**src/rtl/pt_credit_tx.sv**
```systemverilog
// pt_credit_tx: credit-based stream transmitter.
// Upstream valid/ready in; registered valid-only beats out, gated by credits.
// Ports:
//   i_clk, i_rst          clock, synchronous active-high reset
//   i_data, i_valid       upstream beat
//   o_ready               upstream ready (credits available)
//   o_tx_data, o_tx_valid registered link beat
//   i_credit              credit return, one per high cycle
//   o_credits             current credit count
//   o_idle                all credits home (receiver drained)
//   o_overflow            sticky: credit returned beyond CREDITS
module pt_credit_tx #(
    parameter type DATA_T = logic [31:0],
    parameter int CREDITS = 8,
    localparam int CREDIT_W = $clog2(CREDITS + 1)
) (
    input  logic                i_clk,
    input  logic                i_rst,
    input  DATA_T               i_data,
    input  logic                i_valid,
    output logic                o_ready,
    output DATA_T               o_tx_data,
    output logic                o_tx_valid,
    input  logic                i_credit,
    output logic [CREDIT_W-1:0] o_credits,
    output logic                o_idle,
    output logic                o_overflow
);

    localparam logic [CREDIT_W-1:0] FULL = CREDIT_W'(CREDITS);
    localparam logic [CREDIT_W-1:0] ONE  = CREDIT_W'(1);

    logic [CREDIT_W-1:0] credits_q;
    logic [CREDIT_W-1:0] credits_d;
    logic                send;
    logic                full;
    logic                credit_ok;
    logic                overflow_evt;

    // Ready looks only at the registered count: a returning credit
    // becomes usable the cycle after it arrives.
    assign o_ready   = (credits_q != '0);
    assign send      = i_valid && o_ready;
    assign full      = (credits_q == FULL);

    // A credit at a full counter is only legal when a send frees a
    // slot in the same cycle; otherwise it is dropped and flagged.
    assign overflow_evt = i_credit && full && !send;
    assign credit_ok    = i_credit && !overflow_evt;

    always_comb begin
        credits_d = credits_q;
        unique case ({send, credit_ok})
            2'b10:   credits_d = credits_q - ONE;
            2'b01:   credits_d = credits_q + ONE;
            default: credits_d = credits_q;
        endcase
    end

    always_ff @(posedge i_clk) begin
        if (i_rst) begin
            credits_q  <= FULL;
            o_tx_valid <= 1'b0;
            o_tx_data  <= '0;
            o_overflow <= 1'b0;
        end else begin
            credits_q  <= credits_d;
            o_tx_valid <= send;
            if (send) begin
                o_tx_data <= i_data;
            end
            if (overflow_evt) begin
                o_overflow <= 1'b1;
            end
        end
    end

    assign o_credits = credits_q;
    assign o_idle    = full;

endmodule

```
**config.mk**
```make
export PLATFORM = sky130hd
export DESIGN_NAME = pt_credit_tx
export DESIGN_NICKNAME = d
export VERILOG_FILES = /design/src/rtl/pt_credit_tx.sv
export SDC_FILE = /design/constraint.sdc
export NUM_CORES = 1
export LEC_CHECK = 0
export BUFFER_PORTS_ARGS = -buffer_cell sky130_fd_sc_hd__buf_2
export CORE_AREA = 8 8 77 79
export CTS_BUF_LIST = sky130_fd_sc_hd__clkbuf_8
export DETAILED_ROUTE_END_ITERATION = 12
export DIE_AREA = 0 0 85 87
export GPL_ROUTABILITY_DRIVEN = 0
export PLACE_DENSITY_LB_ADDON = 0.12
export REMOVE_ABC_BUFFERS = 1
export SLEW_MARGIN = 20
export SYNTH_ARGS = -nofsm -noshare
export SYNTH_HDL_FRONTEND = slang
export SYNTH_SLANG_ARGS = --single-unit
```
**constraint.sdc**
```tcl
create_clock -name i_clk -period 3.6 [get_ports i_clk]
set_input_delay 0.54 -clock i_clk [delete_from_list [all_inputs] [get_ports i_clk]]
set_output_delay 0.54 -clock i_clk [all_outputs]
set_load 0.02 [all_outputs]
```
== Word level (Yosys, flattened, before mapping) ==
Cells that the tools add are included.

* Add/sub/neg operators: 2
* Eq/ne operators: 3
* Multiplexer cells: 1
* Reductions and logical operators: 8

{| class="wikitable"
|+ Operators by type and width
! cell !! number
|-
| $pmux W4 S2 || 1
|-
| $add A4 B1 Y4 const B || 1
|-
| $eq A4 B4 Y1 const B || 1
|-
| $logic_and A1 B1 Y1 || 4
|-
| $reduce_bool A4 Y1 || 1
|-
| $sub A4 B1 Y4 const B || 1
|-
| $eq A2 B1 Y1 const B || 1
|-
| $eq A2 B2 Y1 const B || 1
|-
| $logic_not A1 Y1 || 2
|-
| $reduce_bool A2 Y1 || 1
|}

* Bits in registers: 38
* Logic and storage cells: 18

== Logic depth before layout (Yosys ltp) ==
Gate-level depths: netlist (run 1).

* Word-level depth: 8
* Gate-level depth with buffers: 12
* Depth with buffers taken out: 10

== Worst setup path after synthesis (run 1) ==
Ideal clock, no wire load.

* Path kind: reg-to-reg
* Start: register credits_q[0] (netlist: o_credits[0])
* End: register credits_q[3] (netlist: o_credits[3])
* Setup time: 0.072 ns
* Data arrival time: 2.819 ns
* Data required time: 3.528 ns
* Path slack: 0.709 ns
* Stages on the path, launching flop included: 10
* Buffers on the path: 0
* Clock period less this slack: 2.891 ns
* Cell sequence: dfxtp_1 nor4b_1 a21boi_0 ha_1 inv_1 ha_1 a21oi_1 a211oi_1 a31oi_1 mux2i_1

* Elaborated cells on any way between the ends: 14
* Classes of those cells: add/sub: 2; eq/ne: 3; mux: 1; reduce/logical: 8

{| class="wikitable"
|+ RTL lines
! item !! line !! text
|-
| start, declared || 33 || <nowiki>logic [CREDIT_W-1:0] credits_q;</nowiki>
|-
| start signal, assigned || 67 || <nowiki>credits_q <= credits_d;</nowiki>
|-
| $eq A4 B4 Y1 (*) || 44 || <nowiki>assign full = (credits_q == FULL);</nowiki>
|-
| net o_idle || 26 || <nowiki>output logic o_idle,</nowiki>
|-
| $logic_and A1 B1 Y1 (*) (2 in series) || 48 || <nowiki>assign overflow_evt = i_credit && full && !send;</nowiki>
|-
| $logic_not A1 Y1 (*) || 49 || <nowiki>assign credit_ok = i_credit && !overflow_evt;</nowiki>
|-
| $logic_and A1 B1 Y1 (*) || 49 ||
|-
| $eq A2 B1 Y1 / $eq A2 B2 Y1 (equally long branches) || 53 || <nowiki>unique case ({send, credit_ok})</nowiki>
|-
| $pmux W4 S2 / $reduce_bool A2 Y1 (equally long branches) || n/a ||
|}

Mark *: on every way through the listed nets, which the timed path passes. The rest lies on a longest branch.
A chain may end at the register's enable or synchronous reset.

== Final worst setup path (run 1) ==
* Start: register credits_q[0] (netlist: o_credits[0])
* End: register credits_q[3] (netlist: o_credits[3])

* Cells in the longest elaborated chain, start to end: 8
* Elaborated cells on any way between the ends: 14
* Classes of those cells: add/sub: 2; eq/ne: 3; mux: 1; reduce/logical: 8

{| class="wikitable"
|+ Ends and longest elaborated chain
! item !! line !! text
|-
| $reduce_bool A4 Y1 || 42 || <nowiki>assign o_ready = (credits_q != '0);</nowiki>
|-
| $logic_and A1 B1 Y1 || 43 || <nowiki>assign send = i_valid && o_ready;</nowiki>
|-
| $logic_not A1 Y1 || 48 ||
|-
| $logic_and A1 B1 Y1 || 48 ||
|-
| $logic_not A1 Y1 || 49 ||
|-
| $logic_and A1 B1 Y1 || 49 ||
|-
| $eq A2 B1 Y1 / $eq A2 B2 Y1 (equally long branches) || 53 ||
|-
| $pmux W4 S2 / $reduce_bool A2 Y1 (equally long branches) || n/a ||
|}

Several ways; a longest one is shown, not always the timed one.

==> impl_metrics.toml, run 1 <==
[floorplan]
die_y_um = 87
pin_count = 76
initial_core_util_pct = 32.7
die-area_um2 = 7400
rows = 26
core_um2 = 4850
die_w_um = 85

[cts]
cts_hold_buf = 0
h-tree-depth = 2
cts-root-buf = "clkbuf_8"
cts_tree = "done"
postCtsSetupRepairBufs = 0
clockBufferDepth = 2
clk_latency_ns = 0.28
cts_made_buffers = 5
clk_pin_slew_ns = 0.07
cts.sinks = 38
post_cts_resized = 0

[sta]
tightestPinTransition_ns = 0.959
fin_crit_ns = 2.84
skew_ns = 0.00360
slew_violations = 0
final_hold_viol_count = 0
max_freq_mhz = 352
final.setup.tns_ns = 0
period_share_pct = 79.0
slew_headroom_pct = 36.1
rsz0062_at_grt = "no"
setup_viol = 0

[worst_setup_path]
worstPathRequired_ns = 3.82
critPathTopFamily = "simple AND/OR/NAND/NOR gates"
path_max_fanout = 34
path_class = "reg2reg"
cp_num_buf_inv = 2
startpoint_type = "flop"
critical_path_arrival_ns = 3.06
reg2reg_depth = 10
path_cells = "or4_4, and2_4, inv_8, ha_1, inv_1, ha_1, a21oi_1, a211oi_1, a31oi_1, mux2i_1"
cpPeakStageDelay_ns = 0.53
cpMostUsedCell = "ha_1"
cp_slowest_cell = "or4_4"
path_depth = 10
cp-end-kind = "flop"

[worst_hold_path]
hold_depth = 2
hold_path.class = "reg2reg"

[pwr]
power.internal_mw = 0.874
share_comb_of_total_power_pct = 36.0
leakagePower_nw = 0.951
powerDensity_nw_per_um2 = 676
p_clk_share_pct = 25.5
seqPwrFrac_pct = 38.6
swShare_pct = 36.9
p_sw_mw = 0.512
vdd_ir_drop_max_mv = 0.223

[yosys]
yosysWarnings = 0
synth_top_area_share_pct = 48.0
syn_inst = 176
ys_ff_latch = 38
synth_seq_area_share_pct = 48.0
avgSynthCellArea_um2 = 9.00
yosys.area.top_type = "dfxtp_1"
netlist_area_um2 = 1580
synth_area_leaders = "dfxtp_1 48%, nand2_1 13%, a21oi_2 13%"
netlist-cell-type-count = 26

[grt]
grt.total_usage_pct = 10.9
grt_start_max_net_pins = 40
grt_pass1_wl_um = 6470
grt_antenna_before_repair = 0
grt_overflow = 0
grt_pass1_vias = 1446

[outcome]
status = "complete, no violations"

[detailed_routing]
wl_um = 3920
via_count = 1365
viasPerCell = 4.50
detail_route.iter0.violations = 97
postRouteAntennaNets = 0
drc = 0
first_pass_iters = 4
routedWlPerCell_um = 12.9

[final_layout]
insertedDiodeCount = 0
fillers = 509
most-common-layout-cells = "75 x buf_2, 54 x nand2_1, 38 x dfxtp_1, 23 x a21oi_2, 11 x a21oi_1"
final_util_pct = 42.3
layout.cells.most_common = "buf_2"
fin_nets = 286
synthToLayoutAreaGrowth_pct = 29.3
drive_gt1_share_pct = 48.2

[placement]
dpl.hpwl_um = 2720
place.port_buffers = 75

[flow_run]
cap_violations = 0
[path summary, 6_finish.rpt]
check | startpoint | end | slack [ns]
max | o_credits[0] | o_credits[3] | 0.76
min | o_tx_data[0] | o_tx_data[0] | 0.46
max reg2reg | o_credits[0] | o_credits[3] | 0.76
min reg2reg | o_tx_data[0] | o_tx_data[0] | 0.46
[cells by family after synthesis]
group / after synthesis / synth area share (%)
flip-flops: 38 / 48.0
AO/OA/AOI/OAI: 38 / 17.9
multiplexers: 2 / 1.26
AND/OR/NAND/NOR: 77 / 21.2
adder cells (fa/ha/maj): 4 / 3.63
buffers and inverters: 15 / 6.87
XOR/XNOR: 2 / 1.11
[through the flow]
step / instances / setup slack (ns) / power (mW) / instance area [µm²] / hold slack, ns
after floorplan: 164 / 0.714 / 0.889 / 1490 / 0.528
after global placement: 295 / 0.801 / 1.05 / 1940 / 0.440
after detailed placement: 295 / 0.741 / 1.05 / 1940 / 0.448
after CTS: 303 / 0.709 / 1.41 / 2050 / 0.458
after global routing: 303 / 0.453 / 1.50 / 2050 / 0.472
final: 303 / 0.757 / 1.39 / 2050 / 0.456
[metal layers]
metal,global-route usage (%),up-vias,wire [µm]
met5,0,-,0
met1,12.6,603,1890
li1,-,708,-
met3,5.85,2,336
met2,16.8,52,1680
met4,3.88,0,21
[flip-flops by register name (all words and copies together) (netlist names)]
name / cells
o_overflow: 1
o_tx_valid: 1
o_credits: 4
o_tx_data: 32
[synth_stat cells]
| library cell | n |
|---|---|
| a21oi_1 | 11 |
| nor4b_1 | 1 |
| a21boi_0 | 1 |
| fa_1 | 1 |
| dfxtp_1 | 38 |
| a211oi_1 | 1 |
| buf_8 | 1 |
| buf_2 | 2 |
| a31oi_1 | 2 |
| or4_4 | 1 |
| and2_4 | 1 |
| buf_6 | 2 |
| mux2i_1 | 2 |
| nor2_1 | 8 |
| a21oi_2 | 23 |
| clkbuf_1 | 6 |
| ha_1 | 3 |
| nand2_2 | 10 |
| inv_1 | 2 |
| inv_8 | 1 |
| nand3_1 | 1 |
| nor2b_1 | 1 |
| xnor2_1 | 1 |
| buf_12 | 1 |
| nand2_1 | 54 |
| xor2_1 | 1 |
[area by class of cell]
cell class | count | area (µm²) | area share, %
Clock buffer | 5 | 68.8 | 3.36
Inverter | 3 | 18.8 | 0.916
Multi-Input combinational cell | 123 | 714 | 34.9
Clock inverter | 3 | 40.0 | 1.95
Sequential cell | 38 | 761 | 37.1
Timing Repair Buffer | 75 | 375 | 18.3
Tap cell | 56 | 70.1 | 3.42
[power by group through the flow]
stage / registers, mW / clock network [mW] / logic, mW
floorplan: 0.616 / 0 / 0.272
global placement: 0.545 / 0 / 0.506
detailed placement: 0.545 / 0 / 0.507
CTS: 0.536 / 0.369 / 0.508
global route: 0.545 / 0.389 / 0.563
finish: 0.534 / 0.353 / 0.498
[worst reg2reg max path: stages, from the launching register on]
cell	delay (ns)
dfxtp_1	0.38
or4_4	0.53
and2_4	0.30
inv_8	0.25
ha_1	0.21
inv_1	0.09
ha_1	0.33
a21oi_1	0.20
a211oi_1	0.09
a31oi_1	0.20
mux2i_1	0.19
(Power assumes the default switching activity.)
==> inputs of run 2 (changes only) <==
--- a/config.mk
+++ b/config.mk
@@ -5,11 +5,12 @@
 export SDC_FILE = /design/constraint.sdc
 export NUM_CORES = 1
 export LEC_CHECK = 0
+export ABC_AREA = 1
 export BUFFER_PORTS_ARGS = -buffer_cell sky130_fd_sc_hd__buf_2
-export CORE_AREA = 8 8 77 79
+export CORE_AREA = 8 8 80 82
 export CTS_BUF_LIST = sky130_fd_sc_hd__clkbuf_8
 export DETAILED_ROUTE_END_ITERATION = 12
-export DIE_AREA = 0 0 85 87
+export DIE_AREA = 0 0 88 90
 export GPL_ROUTABILITY_DRIVEN = 0
 export PLACE_DENSITY_LB_ADDON = 0.12
 export REMOVE_ABC_BUFFERS = 1
==> constraint.sdc (replaced) <==
create_clock -name i_clk -period 2.4 [get_ports i_clk]
set_input_delay 0.36 -clock i_clk [delete_from_list [all_inputs] [get_ports i_clk]]
set_output_delay 0.36 -clock i_clk [all_outputs]
set_load 0.02 [all_outputs]
==> run 2 against run 1 <==
Against the previous run: synthesized area increased by 11%; cell count increased by 22%; clock power increased by 25%; register-to-register slack got worse by 0.39 ns; largest power group is now combinational cells.
==> impl_metrics.toml, run 2 <==
[worst_setup_path]
critPathTopFamily = "buffers and inverters"
startpoint_type = "flop"
path_cells = "nor2_2, nand3_2, buf_4, buf_2"
worstPathRequired_ns = 2.04
rrSetupSlack_ns = 0.37
path_class = "reg2out"
path_max_fanout = 65
cp-end-kind = "primary output"
cp_slowest_cell = "buf_4"
cpPeakStageDelay_ns = 0.51
cp_num_buf_inv = 2
critical_path_arrival_ns = 1.78

[cts]
cts-root-buf = "clkbuf_8"
cts_made_buffers = 5
cts_tree = "done"
clockBufferDepth = 2
clk_pin_slew_ns = 0.08
cts_hold_buf = 0
postCtsSetupRepairBufs = 0
cts.sinks = 38
clk_latency_ns = 0.28
h-tree-depth = 2
post_cts_resized = 0

[yosys]
synth_top_area_share_pct = 43.4
yosysWarnings = 0
avgSynthCellArea_um2 = 7.62
synth_area_leaders = "dfxtp_1 43%, nand3b_1 14%, a21oi_1 10%"
netlist-cell-type-count = 21
yosysMostFrequentCell = "nand2_1"
yosys.area.top_type = "dfxtp_1"
syn_inst = 230
ys_ff_latch = 38
synth_seq_area_share_pct = 43.4
netlist_area_um2 = 1750
async_flop_share_pct = 0
synth-edff-count = 0
synth-main-ff-cell = "dfxtp_1"
netlist_top_cells_count = "44 x nand2_1, 38 x dfxtp_1, 38 x nor2_1"

[detailed_routing]
wl_um = 4660
viasPerCell = 4.52
first_pass_iters = 4
drc = 0
postRouteAntennaNets = 0
routedWlPerCell_um = 12.6
detail_route.iter0.violations = 91
via_count = 1677

[grt]
grt_start_max_net_pins = 66
grt_overflow = 0
grt_antenna_before_repair = 0
grt_pass1_vias = 1567
grt_pass1_wl_um = 7450
grt.total_usage_pct = 11.6

[floorplan]
initial_core_util_pct = 33.5
die_w_um = 88
die_y_um = 90
pin_count = 76
core_um2 = 5240
die-area_um2 = 7920
rows = 27

[pwr]
finalPower_mw = 2.22
leakagePower_nw = 1.15
vdd_ir_drop_max_mv = 0.543
powerDensity_nw_per_um2 = 993

[sta]
max_freq_mhz = 467
slew_violations = 0
slew_headroom_pct = 57.3
period_share_pct = 89.1
skew_ns = 0.00786
rsz0062_at_grt = "no"
hold_slack_ns = 0.311
final_hold_viol_count = 0
setup_viol = 0
tightestPinTransition_ns = 0.640
fin_crit_ns = 2.14

[final_layout]
layout.cells.most_common = "buf_2"
fin_nets = 338
synthToLayoutAreaGrowth_pct = 27.6
insertedDiodeCount = 0
most-common-layout-cells = "75 x buf_2, 44 x nand2_1, 38 x nor2_1, 38 x dfxtp_1, 36 x a21oi_1"
largest_register_ffs = 32
top_register = "o_tx_data"
drive_gt1_share_pct = 29.4
finalInstanceArea_um2 = 2240

[flow_run]
cap_violations = 0

[worst_hold_path]
hold_path.class = "in2reg"

[placement]
place_area_um2 = 2140
dpl.hpwl_um = 3190
place.port_buffers = 75

[outcome]
status = "complete, no violations"
run 2: cell count changes after synthesis, moves of 3 or more:
cell and delta:
a21oi_2 -23, nand2_1 -10, nor2_1 +30, inv_1 +8, a21oi_1 +25, nand2_2 -10, nand3b_1 +32, buf_4 +3
run 2: final cells by class:
| cell class | count | area [µm²] |
|---|---|---|
| fill | 598 | 3000 |
| sequential | 38 | 761 |
| clock inverter | 2 | 8.76 |
| clock buffer | 6 | 82.6 |
| inverter | 10 | 37.5 |
| tap | 72 | 90.1 |
| multi-input combinational | 165 | 858 |
| timing repair buffer | 78 | 398 |
run 2: worst paths after layout:
kind                 from      endpoint  cells past startpoint
max          o_credits[0]       o_ready                      4
min                 i_rst    o_overflow                      2
max reg2reg  o_credits[0]  o_credits[3]                     12
min reg2reg    o_overflow    o_overflow                      2
run 2: worst reg2reg max path, stage by stage, from the launching register on:
cell and delay, ns:
dfxtp_1 0.39, nor2_2 0.18, nand4_1 0.13, nand2_1 0.08
inv_1 0.04, ha_1 0.18, inv_1 0.12, ha_1 0.29
or2_2 0.28, nand2_1 0.07, nand2_1 0.05, nand3_1 0.07
nand2_1 0.04
run 2: per-layer routing:
metal,GRT usage (%),part of all wire [%],up-vias
li1,-,-,882
met1,14.5,47,732
met2,17.6,44,59
met3,4.73,8.5,4
met4,3.44,0.99,0
met5,0,0,-
run 2: cells by family (layout without fill, tap and decap cells):
kind of cell	count (synthesis)	after routing	share of synthesized area, %
AOI/OAI and AO/OA	38	38	10.9
xor gates and xnor gates	2	2	1.00
adders and majority gates	4	4	3.29
buffers and inverters	27	96	7.57
DFF	38	38	43.4
and+or+nand+nor	121	121	33.9
run 2: where the power goes:
part | switching, mW | internal [mW] | total [mW] | leakage [nW]
clock | 0.213 | 0.227 | 0.440 | 0.0524
sequential | 0.0923 | 0.756 | 0.848 | 0.316
combinational | 0.600 | 0.332 | 0.932 | 0.783
run 2: per-stage QoR:
step / setup TNS (ns) / setup slack (ns) / cells / util (%)
CTS: 0 / 0.256 / 371 / 42.7
global placement: 0 / 0.409 / 363 / 41.0
floorplan: -0.908 / -0.409 / 213 / -
finish: 0 / 0.261 / 371 / 42.7
detailed placement: 0 / 0.358 / 363 / 41.0
global route: 0 / 0.144 / 371 / 42.7
